[src/rtl/time_bcd_formatter.sv]
// Binary-to-BCD formatter for two display channels sharing one sequential
// double-dabble engine; each channel also gets a saturation flag and a blanking mask.
module time_bcd_formatter #(
  parameter int unsigned IN_W    = 16,
  parameter int unsigned DIGITS  = 4,
  parameter int unsigned MAX_VAL = 9999
) (
  input  logic                  clk,
  input  logic                  rst,
  input  logic                  en,
  input  logic [IN_W-1:0]       a_bin,
  input  logic [IN_W-1:0]       b_bin,
  output logic [4*DIGITS-1:0]   a_bcd,
  output logic [4*DIGITS-1:0]   b_bcd,
  output logic                  a_ovf,
  output logic                  b_ovf,
  output logic [DIGITS-1:0]     a_blank,
  output logic [DIGITS-1:0]     b_blank,
  output logic                  a_valid,
  output logic                  b_valid
);

  // One spare digit so the full IN_W range converts before saturation.
  localparam int unsigned AccW = 4 * (DIGITS + 1);
  localparam int unsigned CntW = $clog2(IN_W + 1);
  localparam logic [IN_W-1:0] MaxValW = IN_W'(MAX_VAL);
  localparam logic [CntW-1:0] CntInit = CntW'(IN_W);

  typedef enum logic [1:0] {
    StLoad,
    StShift,
    StCommit
  } state_e;

  state_e              state_q, state_d;
  logic                sel_q, sel_d;
  logic [IN_W-1:0]     sr_q, sr_d;
  logic [AccW-1:0]     acc_q, acc_d;
  logic [CntW-1:0]     cnt_q, cnt_d;
  logic                sat_q, sat_d;

  logic [4*DIGITS-1:0] a_bcd_q, a_bcd_d, b_bcd_q, b_bcd_d;
  logic                a_ovf_q, a_ovf_d, b_ovf_q, b_ovf_d;
  logic [DIGITS-1:0]   a_blank_q, a_blank_d, b_blank_q, b_blank_d;
  logic                a_valid_q, a_valid_d, b_valid_q, b_valid_d;

  logic [IN_W-1:0]     sel_bin;
  logic [AccW-1:0]     acc_adj;
  logic [4*DIGITS-1:0] fin_digits;
  logic [DIGITS-1:0]   fin_blank;
  logic                all_zero;

  assign sel_bin = sel_q ? b_bin : a_bin;

  // Add-3 correction applied to every digit before each shift.
  always_comb begin
    acc_adj = acc_q;
    for (int i = 0; i < int'(DIGITS + 1); i++) begin
      if (acc_q[4*i +: 4] >= 4'd5) begin
        acc_adj[4*i +: 4] = acc_q[4*i +: 4] + 4'd3;
      end
    end
  end

  // Final digits after saturation, and the leading-zero mask derived from them.
  always_comb begin
    fin_digits = sat_q ? {DIGITS{4'h9}} : acc_q[4*DIGITS-1:0];
    fin_blank  = '0;
    all_zero   = 1'b1;
    for (int i = int'(DIGITS) - 1; i >= 1; i--) begin
      all_zero     = all_zero & (fin_digits[4*i +: 4] == 4'd0);
      fin_blank[i] = all_zero;
    end
  end

  always_comb begin
    state_d   = state_q;
    sel_d     = sel_q;
    sr_d      = sr_q;
    acc_d     = acc_q;
    cnt_d     = cnt_q;
    sat_d     = sat_q;
    a_bcd_d   = a_bcd_q;
    b_bcd_d   = b_bcd_q;
    a_ovf_d   = a_ovf_q;
    b_ovf_d   = b_ovf_q;
    a_blank_d = a_blank_q;
    b_blank_d = b_blank_q;
    a_valid_d = a_valid_q;
    b_valid_d = b_valid_q;

    unique case (state_q)
      StLoad: begin
        if (en) begin
          sr_d    = sel_bin;
          acc_d   = '0;
          cnt_d   = CntInit;
          sat_d   = (sel_bin > MaxValW);
          state_d = StShift;
        end
      end
      StShift: begin
        {acc_d, sr_d} = {acc_adj[AccW-2:0], sr_q, 1'b0};
        cnt_d         = cnt_q - CntW'(1);
        if (cnt_q == CntW'(1)) begin
          state_d = StCommit;
        end
      end
      StCommit: begin
        if (sel_q) begin
          b_bcd_d   = fin_digits;
          b_ovf_d   = sat_q;
          b_blank_d = fin_blank;
          b_valid_d = 1'b1;
        end else begin
          a_bcd_d   = fin_digits;
          a_ovf_d   = sat_q;
          a_blank_d = fin_blank;
          a_valid_d = 1'b1;
        end
        sel_d   = ~sel_q;
        state_d = StLoad;
      end
      default: state_d = StLoad;
    endcase
  end

  always_ff @(posedge clk) begin
    if (rst) begin
      state_q   <= StLoad;
      sel_q     <= 1'b0;
      sr_q      <= '0;
      acc_q     <= '0;
      cnt_q     <= '0;
      sat_q     <= 1'b0;
      a_bcd_q   <= '0;
      b_bcd_q   <= '0;
      a_ovf_q   <= 1'b0;
      b_ovf_q   <= 1'b0;
      a_blank_q <= '0;
      b_blank_q <= '0;
      a_valid_q <= 1'b0;
      b_valid_q <= 1'b0;
    end else begin
      state_q   <= state_d;
      sel_q     <= sel_d;
      sr_q      <= sr_d;
      acc_q     <= acc_d;
      cnt_q     <= cnt_d;
      sat_q     <= sat_d;
      a_bcd_q   <= a_bcd_d;
      b_bcd_q   <= b_bcd_d;
      a_ovf_q   <= a_ovf_d;
      b_ovf_q   <= b_ovf_d;
      a_blank_q <= a_blank_d;
      b_blank_q <= b_blank_d;
      a_valid_q <= a_valid_d;
      b_valid_q <= b_valid_d;
    end
  end

  assign a_bcd   = a_bcd_q;
  assign b_bcd   = b_bcd_q;
  assign a_ovf   = a_ovf_q;
  assign b_ovf   = b_ovf_q;
  assign a_blank = a_blank_q;
  assign b_blank = b_blank_q;
  assign a_valid = a_valid_q;
  assign b_valid = b_valid_q;

endmodule

[config.mk]
export PLATFORM = sky130hd
export DESIGN_NAME = time_bcd_formatter
export DESIGN_NICKNAME = d
export VERILOG_FILES = /design/src/rtl/time_bcd_formatter.sv
export SDC_FILE = /design/constraint.sdc
export NUM_CORES = 1
export LEC_CHECK = 0
export BUFFER_PORTS_ARGS = -buffer_cell sky130_fd_sc_hd__buf_2
export CORE_UTILIZATION = 58
export DETAILED_ROUTE_END_ITERATION = 7
export HOLD_SLACK_MARGIN = 0.15
export PLACE_DENSITY_LB_ADDON = 0.15
export SETUP_SLACK_MARGIN = 0.15
export SYNTH_ARGS = -nofsm -noshare
export SYNTH_HDL_FRONTEND = slang
export SYNTH_SLANG_ARGS = --single-unit
[constraint.sdc]
create_clock -name clk -period 2.85 [get_ports clk]
set_clock_uncertainty 0.1 [all_clocks]
set_input_delay 0.285 -clock clk [delete_from_list [all_inputs] [get_ports clk]]
set_output_delay 0.285 -clock clk [all_outputs]
set_load 0.01 [all_outputs]
# Yosys cells after proc, flatten, opt, wreduce, memory -nomap -nowiden
# Cells that the tools add are included.
# classes
order_cmp	6
reduce_logical	10
n_eq_ne	5
bitwise	3
n_mux	16
add_sub_neg	6
# op_table
op	count
$mux W16	3
$pmux W20 S2	1
$pmux W16 S2	1
$ge A4 B3 Y1 const B	5
$mux W20	1
$add A4 B2 Y4 const B	4
$gt A16 B14 Y1 const B	1
$mux W4	4
$logic_not A4 Y1	3
$pmux W5 S2	1
$reduce_and A2 Y1	5
$eq A5 B1 Y1 const B	1
$mux W5	1
$sub A5 B1 Y5 const B	1
$mux W2	2
$ne A2 B2 Y1 const B	2
$pmux W2 S2	1
$add A3 B2 Y3 const B	1
$mux W3	1
$and A1 B1 Y1	2
$eq A2 B1 Y1 const B	1
$eq A2 B2 Y1 const B	1
$logic_not A2 Y1	1
$reduce_bool A2 Y1	1
$not A1 Y1	1
# word_totals
in_bits	35
output_inout_bits	44
register_bits	87

# Logic depth before layout (Yosys ltp)
# logic_depth
ltp_word	4
ltp_mapped	7
ltp_nobuf	6

# Worst setup path after synthesis
# Ideal clock, no wire load.
# synth_timing
path_kind	register -> register
startpoint	reg acc_q[9]
endpoint	reg acc_q[10]
path_stages_with_launch	7
arrival_ns	1.251
required_ns	2.633
setup_time_ns	0.117
period_less_slack_ns	1.467
slack_ns	1.383
path_cell_list	dfxtp_1 -> inv_1 -> ha_1 -> nand2b_1 -> a21oi_1 -> mux2i_1 -> a22o_1
# synth_via
elab_chain_cells	3
elab_cells_between_ends	4
classes_between	add/sub (1); order compare (1); mux (2)
# synth_lines
item	line	source
from (decl)	38	logic [AccW-1:0] acc_q, acc_d;
from (signal assigned)	133	acc_q <= '0;
from (signal assigned)	148	acc_q <= acc_d;
$add A4 B2 Y4 or $ge A4 B3 Y1 (tied branches)	60, 59	
$mux W4 (*)	59	if (acc_q[4*i +: 4] >= 4'd5) begin
$pmux W20 S2 (*)	92	unique case (state_q)
# Every way passes the cells marked *; elsewhere a longest branch is shown, timed or not.
# A chain may end at the register's enable or synchronous reset.

# Worst setup path in the final report
# layout_timing
startpoint	reg state_q[0]
endpoint	reg sr_q[13]
# layout_via
elab_chain_cells	3
elab_cells_between_ends	6
classes_between	eq/ne (2); mux (1); reduce/logical (3)
# layout_lines
item	line	source
from (decl)	35	state_e state_q, state_d;
from (signal assigned)	130	state_q <= StLoad;
from (signal assigned)	145	state_q <= state_d;
$eq A2 B1 Y1 or $logic_not A2 Y1 (tied branches)	92	
$reduce_bool A2 Y1 (no line) or $ne A2 B2 Y1 (tied branches)	-	
$reduce_and A2 Y1 (no line)	-	
to (signal assigned)	147	sr_q <= sr_d;
to (decl)	37	logic [IN_W-1:0] sr_q, sr_d;
# Parallel ways exist; a longest one is shown, timed or not.

==> results.cfg <==
[drt]
ant_nets = 0
via_count = 3138
vias_per_cell = 5.59
drt_iter0_drc = 216
drt_pass1_iterations = 4
routedWlPerCell_um = 13.7
drt_wl_total_um = 7670
drc = 0

[finish]
syn2layout_area_growth_pct = 15.9
fin_nets = 526
drive_gt1_share_pct = 23.0
final_cells = 561
fill_cells = 482
antenna_cells = 0

[die]
coreArea_um2 = 6030
die_w_um = 81.7
rows = 28
die_h_um = 81.7
start_util_pct = 61.2
top_level_ports = 79
fp.dieArea_um2 = 6680

[worst_setup_path]
cp-start-kind = register
rr_worst_depth = 4
r2r_start = state_q[0]
r2r_slack_ns = 1.02
crit_fanout = 22
cp.arrival_ns = 2.01
r2r_end = sr_q[13]
endpoint_kind = register
worstPathRequired_ns = 3.03
criticalPathCategory = reg2reg

[cts]
clock_tree.root_cell = clkbuf_8
cts.sinks = 83
cts-htree-levels = 3
cts_tree = yes
clock_latency_ns = 0.35
clk_path_buf_depth = 2
cts_buffers = 9
clkTransAtPathRegs_ns = 0.08
cts-resized-gates = 0

[logic_synthesis]
ys_warn_count = 0
synthArstFlopShare_pct = 0
synth_area_leaders = dfxtp_1, nand2_1, nor2_1
synth_edf_count = 0
synthDistinctLibCells = 48
ys_top_cells_by_count = dfxtp_1, nand2_1, nor2_1
ys_dominant_reg_cell = dfxtp_1
yosys_register_bits = 83
synth_top_area_share_pct = 45.1
synth.most_common_cell = dfxtp_1
avgSynthCellArea_um2 = 8.90
ys_seq_area_share_pct = 45.1
syn_area_um2 = 3680
yosysTopAreaCell = dfxtp_1
syn_inst = 414

[timing]
rsz0062_at_grt = no
slew_headroom_pct = 41.3
hold_viol = 0
worst_pin_slew_ns = 0.879
period_minus_slack_ns = 1.83
fin_tns_setup_ns = 0
final-setup-viol-count = 0
period_share_pct = 64.1
drv_slew = 0
clock.fmax_ghz = 0.547

[placed_design]
port_buffers = 76
dp.cells = 543
place.gp.congestion = 0.751
dpl.hpwl_um = 5510

[grt]
grt_overflow = 0
grt_pass1_vias = 2842
grt_pass1_wl_um = 12700
antenna_found_initial = 0
grt_max_degree = 37
track_usage_pct = 25.0

[min_path]
hold_class = in2reg
hold_depth = 3
min_to = sr_q[13]
min_from = a_bin[13]

[run]
maxCapViolations = 0

[power]
power_leakage_nw = 1.71
powerDensity_nw_per_um2 = 561
ir_drop_v = 0.000357

[status]
outcome = completed
==> power breakdown <==
group,switching [mW],internal (mW)
Combinational,0.136,0.0956
Clock,0.438,0.499
Sequential,0.0314,1.20
Total,0.606,1.79
==> placed cells by master, fill, tap and decap left out, types with 6 or more instances in the layout <==
cell type	instances
nor2_1	51
a211oi_1	18
ha_1	10
o21ai_0	12
mux2i_1	15
o22ai_1	6
nand2_1	56
dfxtp_1	83
a221o_1	9
nand2b_1	7
buf_4	6
inv_1	12
buf_2	76
clkbuf_8	9
a21oi_1	36
==> stage by stage <==
stage | setup slack [ns] | total power [mW] | util (%) | hold WS, ns | cell area (um2)
after floorplan | 1.38 | 1.42 | - | 0.324 | 3690
after detailed placement | 0.900 | 1.48 | 66.8 | 0.344 | 4030
after global placement | 0.923 | 1.48 | 66.8 | 0.341 | 4030
after global routing | 0.887 | 2.50 | 70.9 | 0.174 | 4270
after CTS | 1.00 | 2.41 | 70.9 | 0.156 | 4270
final | 1.02 | 2.40 | 70.9 | 0.161 | 4270
==> state kept, by name (all words and copies together), names as in the netlist, 2 cells and up <==
register / cells
a_bcd: 16
acc_q: 16
b_bcd: 16
sr_q: 16
cnt_q: 5
a_blank: 3
b_blank: 3
state_q: 2
==> area by class of cell <==
class / instances / area (um2) / share of cell area, %
repair buffers: 84 / 445 / 10.4
well taps: 75 / 93.8 / 2.20
flip-flops and latches: 83 / 1660 / 38.9
clock inverters: 7 / 101 / 2.37
clock buffers: 9 / 124 / 2.90
inverters: 12 / 45.0 / 1.05
multi-input cells: 291 / 1800 / 42.2
==> kinds of logic (layout without fill, tap and decap cells) <==
logic type	Yosys count	in the layout	share of synthesized area (%)
compound gates	103	103	19.3
xor+xnor	6	6	1.43
fa+ha+maj	10	10	3.40
buf+inv	41	112	6.21
flops	83	83	45.1
mux	20	20	5.60
other cells	1	2	0.102
simple gates	150	150	18.8
==> repair_timing <==
action,in CTS,in global routing
hold buffers,2,0
endpoints found under the hold margin,1,0
setup buffers,0,0
==> worst max-delay path: stages, from the launching register on <==
cell     delay [ns]
dfxtp_1        0.43
or2b_1         0.28
nor2_2         0.68
a22oi_1        0.15
o21ai_0        0.11
==> metal layers <==
layer / routed length [um] / up-vias / global-route usage [%]
met5: 0 / - / 0
li1: - / 1587 / -
met3: 399 / 11 / 4.33
met1: 3460 / 1439 / 30.4
met4: 117 / 0 / 11.2
met2: 3690 / 101 / 43.0
==> worst max path at each step <==
stage / start / to / slack [ns] / cells past startpoint
detailed placement: rst / acc_q[11] / 0.90 / 5
CTS: state_q[0] / sr_q[13] / 1.00 / 4
floorplan: acc_q[9] / acc_q[10] / 1.38 / 6
global placement: rst / acc_q[11] / 0.92 / 5
global route: state_q[0] / sr_q[2] / 0.89 / 3
finish: state_q[0] / sr_q[13] / 1.02 / 4
(Power assumes the default switching activity.)
